<file path="config.mk">
export PLATFORM = sky130hd
export DESIGN_NAME = solver_phase_sequencer
export DESIGN_NICKNAME = d
export VERILOG_FILES = /design/src/rtl/solver_phase_sequencer.sv
export SDC_FILE = /design/constraint.sdc
export NUM_CORES = 1
export LEC_CHECK = 0
export ABC_AREA = 1
export CORE_ASPECT_RATIO = 1.5
export CORE_UTILIZATION = 59
export DETAILED_ROUTE_END_ITERATION = 7
export GPL_ROUTABILITY_DRIVEN = 0
export PLACE_DENSITY = 0.83
export SETUP_SLACK_MARGIN = 0.4
export SLEW_MARGIN = 20
export SYNTH_ARGS = -nofsm -noshare
export SYNTH_HDL_FRONTEND = slang
export SYNTH_SLANG_ARGS = --single-unit
</file>
<file path="constraint.sdc">
create_clock -name clk -period 5.81 [get_ports clk]
set_clock_uncertainty 0.05 [all_clocks]
set_input_delay 1.4525 -clock clk [delete_from_list [all_inputs] [get_ports clk]]
set_output_delay 1.4525 -clock clk [all_outputs]
set_load 0.01 [all_outputs]
</file>
<file path="src/rtl/solver_phase_sequencer.sv">
// solver_phase_sequencer: drives the VXV/MXV unit resets through settle, phase and gap windows of an iterative solve
module solver_phase_sequencer #(
    parameter int ITER_W         = 16,
    parameter int SETTLE_CYCLES  = 2,
    parameter int GAP_CYCLES     = 4,
    parameter int TIMEOUT_CYCLES = 4096
) (
    input  logic              clk,
    input  logic              reset,
    input  logic              start,
    input  logic [ITER_W-1:0] max_iter,
    input  logic              finish,
    input  logic              halt_in,
    input  logic              abort,
    output logic              reset_vXv1,
    output logic              reset_mXv1,
    output logic              busy,
    output logic              done,
    output logic              converged,
    output logic              timeout,
    output logic [ITER_W-1:0] iter_count,
    output logic [2:0]        state
);
    localparam int CNT_MAX = (TIMEOUT_CYCLES > SETTLE_CYCLES)
                             ? ((TIMEOUT_CYCLES > GAP_CYCLES) ? TIMEOUT_CYCLES : GAP_CYCLES)
                             : ((SETTLE_CYCLES > GAP_CYCLES) ? SETTLE_CYCLES : GAP_CYCLES);
    localparam int CNT_W = $clog2(CNT_MAX + 1);
    localparam logic [CNT_W-1:0] SETTLE_LAST = CNT_W'(SETTLE_CYCLES - 1);
    localparam logic [CNT_W-1:0] GAP_LAST    = CNT_W'(GAP_CYCLES - 1);
    localparam logic [CNT_W-1:0] WD_LAST     = CNT_W'(TIMEOUT_CYCLES - 1);

    typedef enum logic [2:0] {
        IDLE   = 3'd0,
        SETTLE = 3'd1,
        VXV    = 3'd2,
        GAP_A  = 3'd3,
        MXV    = 3'd4,
        GAP_B  = 3'd5,
        DONE   = 3'd6
    } state_t;

    state_t            cur, nxt;
    logic [CNT_W-1:0]  cnt;
    logic [ITER_W-1:0] limit, iter_inc;
    logic              phase, fin_ok, wd_exp, inc_en, set_conv, set_to;

    assign state = cur;

    // next-state decode; the first phase cycle (cnt==0) masks a stale finish, abort overrides everything
    always_comb begin
        phase    = (cur == VXV) || (cur == MXV);
        fin_ok   = phase && finish && (cnt != '0);
        wd_exp   = phase && (cnt == WD_LAST);
        iter_inc = (&iter_count) ? iter_count : iter_count + ITER_W'(1);
        nxt      = cur;
        inc_en   = 1'b0;
        set_conv = 1'b0;
        set_to   = 1'b0;
        case (cur)
            IDLE:    nxt = start ? SETTLE : IDLE;
            SETTLE:  nxt = (cnt == SETTLE_LAST) ? VXV : SETTLE;
            VXV: begin
                if (fin_ok) begin
                    nxt = GAP_A;
                end else if (wd_exp) begin
                    nxt    = DONE;
                    set_to = 1'b1;
                end
            end
            GAP_A:   nxt = (cnt == GAP_LAST) ? MXV : GAP_A;
            MXV: begin
                if (fin_ok) begin
                    inc_en   = 1'b1;
                    set_conv = halt_in;
                    nxt      = (halt_in || iter_inc >= limit) ? DONE : GAP_B;
                end else if (wd_exp) begin
                    nxt    = DONE;
                    set_to = 1'b1;
                end
            end
            GAP_B:   nxt = (cnt == GAP_LAST) ? VXV : GAP_B;
            DONE:    nxt = IDLE;
            default: nxt = IDLE;
        endcase
        if (abort && cur != IDLE && cur != DONE) begin
            nxt      = DONE;
            inc_en   = 1'b0;
            set_conv = 1'b0;
            set_to   = 1'b0;
        end
    end

    // state, window counter, solve bookkeeping and outputs registered from the next state
    always_ff @(posedge clk) begin
        if (reset) begin
            cur        <= IDLE;
            cnt        <= '0;
            limit      <= '0;
            iter_count <= '0;
            converged  <= 1'b0;
            timeout    <= 1'b0;
            done       <= 1'b0;
            busy       <= 1'b0;
            reset_vXv1 <= 1'b1;
            reset_mXv1 <= 1'b1;
        end else begin
            cur <= nxt;
            cnt <= (nxt != cur || cur == IDLE) ? '0 : cnt + CNT_W'(1);
            if (cur == IDLE && start) begin
                limit      <= (max_iter == '0) ? ITER_W'(1) : max_iter;
                iter_count <= '0;
                converged  <= 1'b0;
                timeout    <= 1'b0;
            end else begin
                if (inc_en) iter_count <= iter_inc;
                if (set_conv) converged <= 1'b1;
                if (set_to) timeout <= 1'b1;
            end
            done       <= (cur == DONE);
            busy       <= (nxt != IDLE);
            reset_vXv1 <= (nxt != VXV);
            reset_mXv1 <= (nxt != MXV);
        end
    end
endmodule

</file>
==> results.ini <==
[clock_network]
htreeDepth = 2
ctsResizeCount = 0
cts_made_buffers = 5
cts_tree = done
cts_num_sinks = 54
clkSlewWorstSetupHoldPaths_ns = 0.10
clkLatencyLatePin_ns = 0.32
cts-root-buf = clkbuf_8
hold_buffers = 0
clockBufferDepth = 2
cts_setup_buffers = 0

[power]
power.density_mw_per_mm2 = 308
cellLeakagePower_nw = 1.68
peakVddDrop_mv = 0.172

[place]
hpwl_um = 5830
dpl_cell_area_sq_mm = 0.00381
pre_cts_slack_ns = 2.22
port-buffer-count = 46

[floorplanning]
start_util = 0.610
die-width_um = 63.1
io_pins = 47
core_area_sq_mm = 0.00541
fp.dieArea_sq_mm = 0.00591
die_h_um = 93.6
rows = 33

[layout]
final_nets = 547
stdcell_area_sq_mm = 0.00392
drive_above_1_share = 0.101
syn_to_final_growth_pct = 18.7
num-fill-cells = 443
diodes = 0

[global_routing]
grt_pass1_wl_um = 12800
grt_antenna_before_repair = 0
grt_max_degree = 27
grt-ovfl-total = 0
first_global_vias = 2924
track_usage = 0.273

[worst_hold_path]
worstHoldPathType = reg2reg

[timing]
finalCritPeriodShare = 0.617
layout_setup_ws_ns = 2.22
worst_slew_pin_slew_ns = 0.515
slew_viol_final = 0
layout_min_cycle_time_ns = 3.59
fin_tns_setup_ns = 0
grt_setup_unrepaired = no
finalHoldViolations = 0
fmax_mhz = 279
finalSetupViolations = 0
maxSlewHeadroom = 0.654

[synthesis]
synth-seq-cells = 54
syn_nets = 501
synth_top_area_frac = 0.327
synth_xor_xnor_area_share = 0.0451
ys_seq_area_frac = 0.327
synthArstFlopShare = 0
netlist_instances = 459
synth_compound_area_frac = 0.114
yosys.cell_types.count = 36
synth_edf_count = 0
syn_area_sq_mm = 0.00330
synthTopCellsByArea = dfxtp_1 (33%), nand2_1 (9.1%), inv_1 (7.6%), ha_1 (7.6%), nor2_4 (5.8%)
postSynthAreaPerCell_sq_um = 7.19
yosys_most_used_dff = dfxtp_1
synth_top_family_by_area = simple AND/OR/NAND/NOR gates
ys_warn_count = 0
synthAdderAreaFrac = 0.0758
post_synth_and_or_nand_nor_area_fraction = 0.342
synth_top_cell_by_area = dfxtp_1
synth_mux_area_frac = 0

[flow_run]
max-cap-violations = 0

[critical_path]
crit_required_ns = 6.01
endpoint_kind = register
crit_path_start_kind = register
path_class = reg2reg
arrival_ns = 3.78
crit_fanout = 13

[routing]
drc_errors = 0
routed_wl_um = 7470
viasPerCell = 5.26
vias = 3027
dr.pass1.iters = 6
ant_nets = 0
initialDrtViolationCount = 118
wire_per_inst_um = 13.0

[outcome]
outcome = finished, final reports clean

[state kept, by name, indices dropped and copies added, names as in the netlist]
signal	flops
busy	1
cnt	13
converged	1
done	1
iter_count	16
limit	16
reset_mXv1	1
reset_vXv1	1
state	3
timeout	1
[worst paths after layout]
kind	startpoint	end	slack, ns	depth (start not counted)
min	timeout$_SDFFE_PP0P_	timeout$_SDFFE_PP0P_	0.41	2
min reg2reg	timeout$_SDFFE_PP0P_	timeout$_SDFFE_PP0P_	0.41	2
max reg2reg	iter_count[1]$_SDFFE_PP0P_	cnt[0]$_SDFF_PP0_	2.22	23
max	iter_count[1]$_SDFFE_PP0P_	cnt[0]$_SDFF_PP0_	2.22	23
[logic make-up (layout without fill, tap and decap cells)]
kind of cell / Yosys count / after routing
AOI/OAI and AO/OA: 69 / 69
xor gates and xnor gates: 17 / 17
adders and majority gates: 20 / 20
buffers and inverters: 80 / 127
DFF: 54 / 54
and+or+nand+nor: 219 / 219
[layout make-up]
class                      instances  area [sq um]  area share
clock buffer                       7          96.3      0.0246
clock inverter                     1          8.76     0.00223
inverter                          71           267      0.0680
multi-input combinational        325          1900       0.486
sequential                        54          1080       0.276
tap                               70          87.6      0.0223
timing repair buffer              48           475       0.121
[cells in the mapped netlist (4+ instances only)]
cell and number:
nor4_1 4, a31oi_1 7, nand3_2 4, nand4_1 8
nor3_1 7, nand2_1 80, xnor2_1 5, o21ai_0 38
nor2_1 47, a21oi_1 16, clkbuf_1 7, inv_1 67
nand3_1 34, nand2_2 8, dfxtp_1 54, ha_1 20
xor2_1 12, nor2_4 17
[through the flow]
step                      std cells  hold slack, ns  utilization  total power [mW]
final                           576           0.410        0.724              1.21
after global routing            576           0.432        0.724              1.30
after CTS                       576           0.411        0.724              1.21
after detailed placement        568           0.396        0.705             0.972
after global placement          568           0.388        0.705             0.958
after floorplan                 459           0.383            -             0.839
[report_power, final]
group	leakage [nW]	total (mW)	internal, mW	switching (mW)
Clock	0.0544	0.237	0.109	0.127
Sequential	0.438	0.454	0.421	0.0330
Combinational	1.18	0.515	0.181	0.333
Total	1.68	1.21	0.712	0.493
[worst max-delay path, stage by stage, from the launching register on]
cell      delay (ns)
dfxtp_1         0.42
ha_1            0.22
nand2_1         0.09
nor3_1          0.19
nand2_1         0.12
nor2_2          0.15
inv_1           0.11
nor2_1          0.13
nand3_1         0.11
nand2_1         0.09
o21a_1          0.14
ha_1            0.25
nand2_1         0.07
nand2_1         0.04
o21bai_1        0.14
a21oi_1         0.22
nand2_1         0.09
nand2_1         0.06
nand2_1         0.05
nand2_1         0.12
nand3_1         0.10
nand2_2         0.11
nand3_4         0.28
nor2_1          0.17
[layer usage]
layer  track usage  vias up  share of wire
met5             0        -              0
met4         0.114        0          0.024
met3        0.0476       17          0.034
met2         0.519       57           0.53
met1         0.290     1381           0.41
li1              -     1572              -
[placed cells by master, fill, tap and decap left out, types with 16 or more instances in the layout]
master	count
a21oi_1	16
clkdlybuf4s50_1	46
dfxtp_1	54
ha_1	20
inv_1	67
nand2_1	80
nand3_1	34
nor2_1	47
nor2_4	17
o21ai_0	38
No activity file was read; power rests on OpenSTA's default activity.
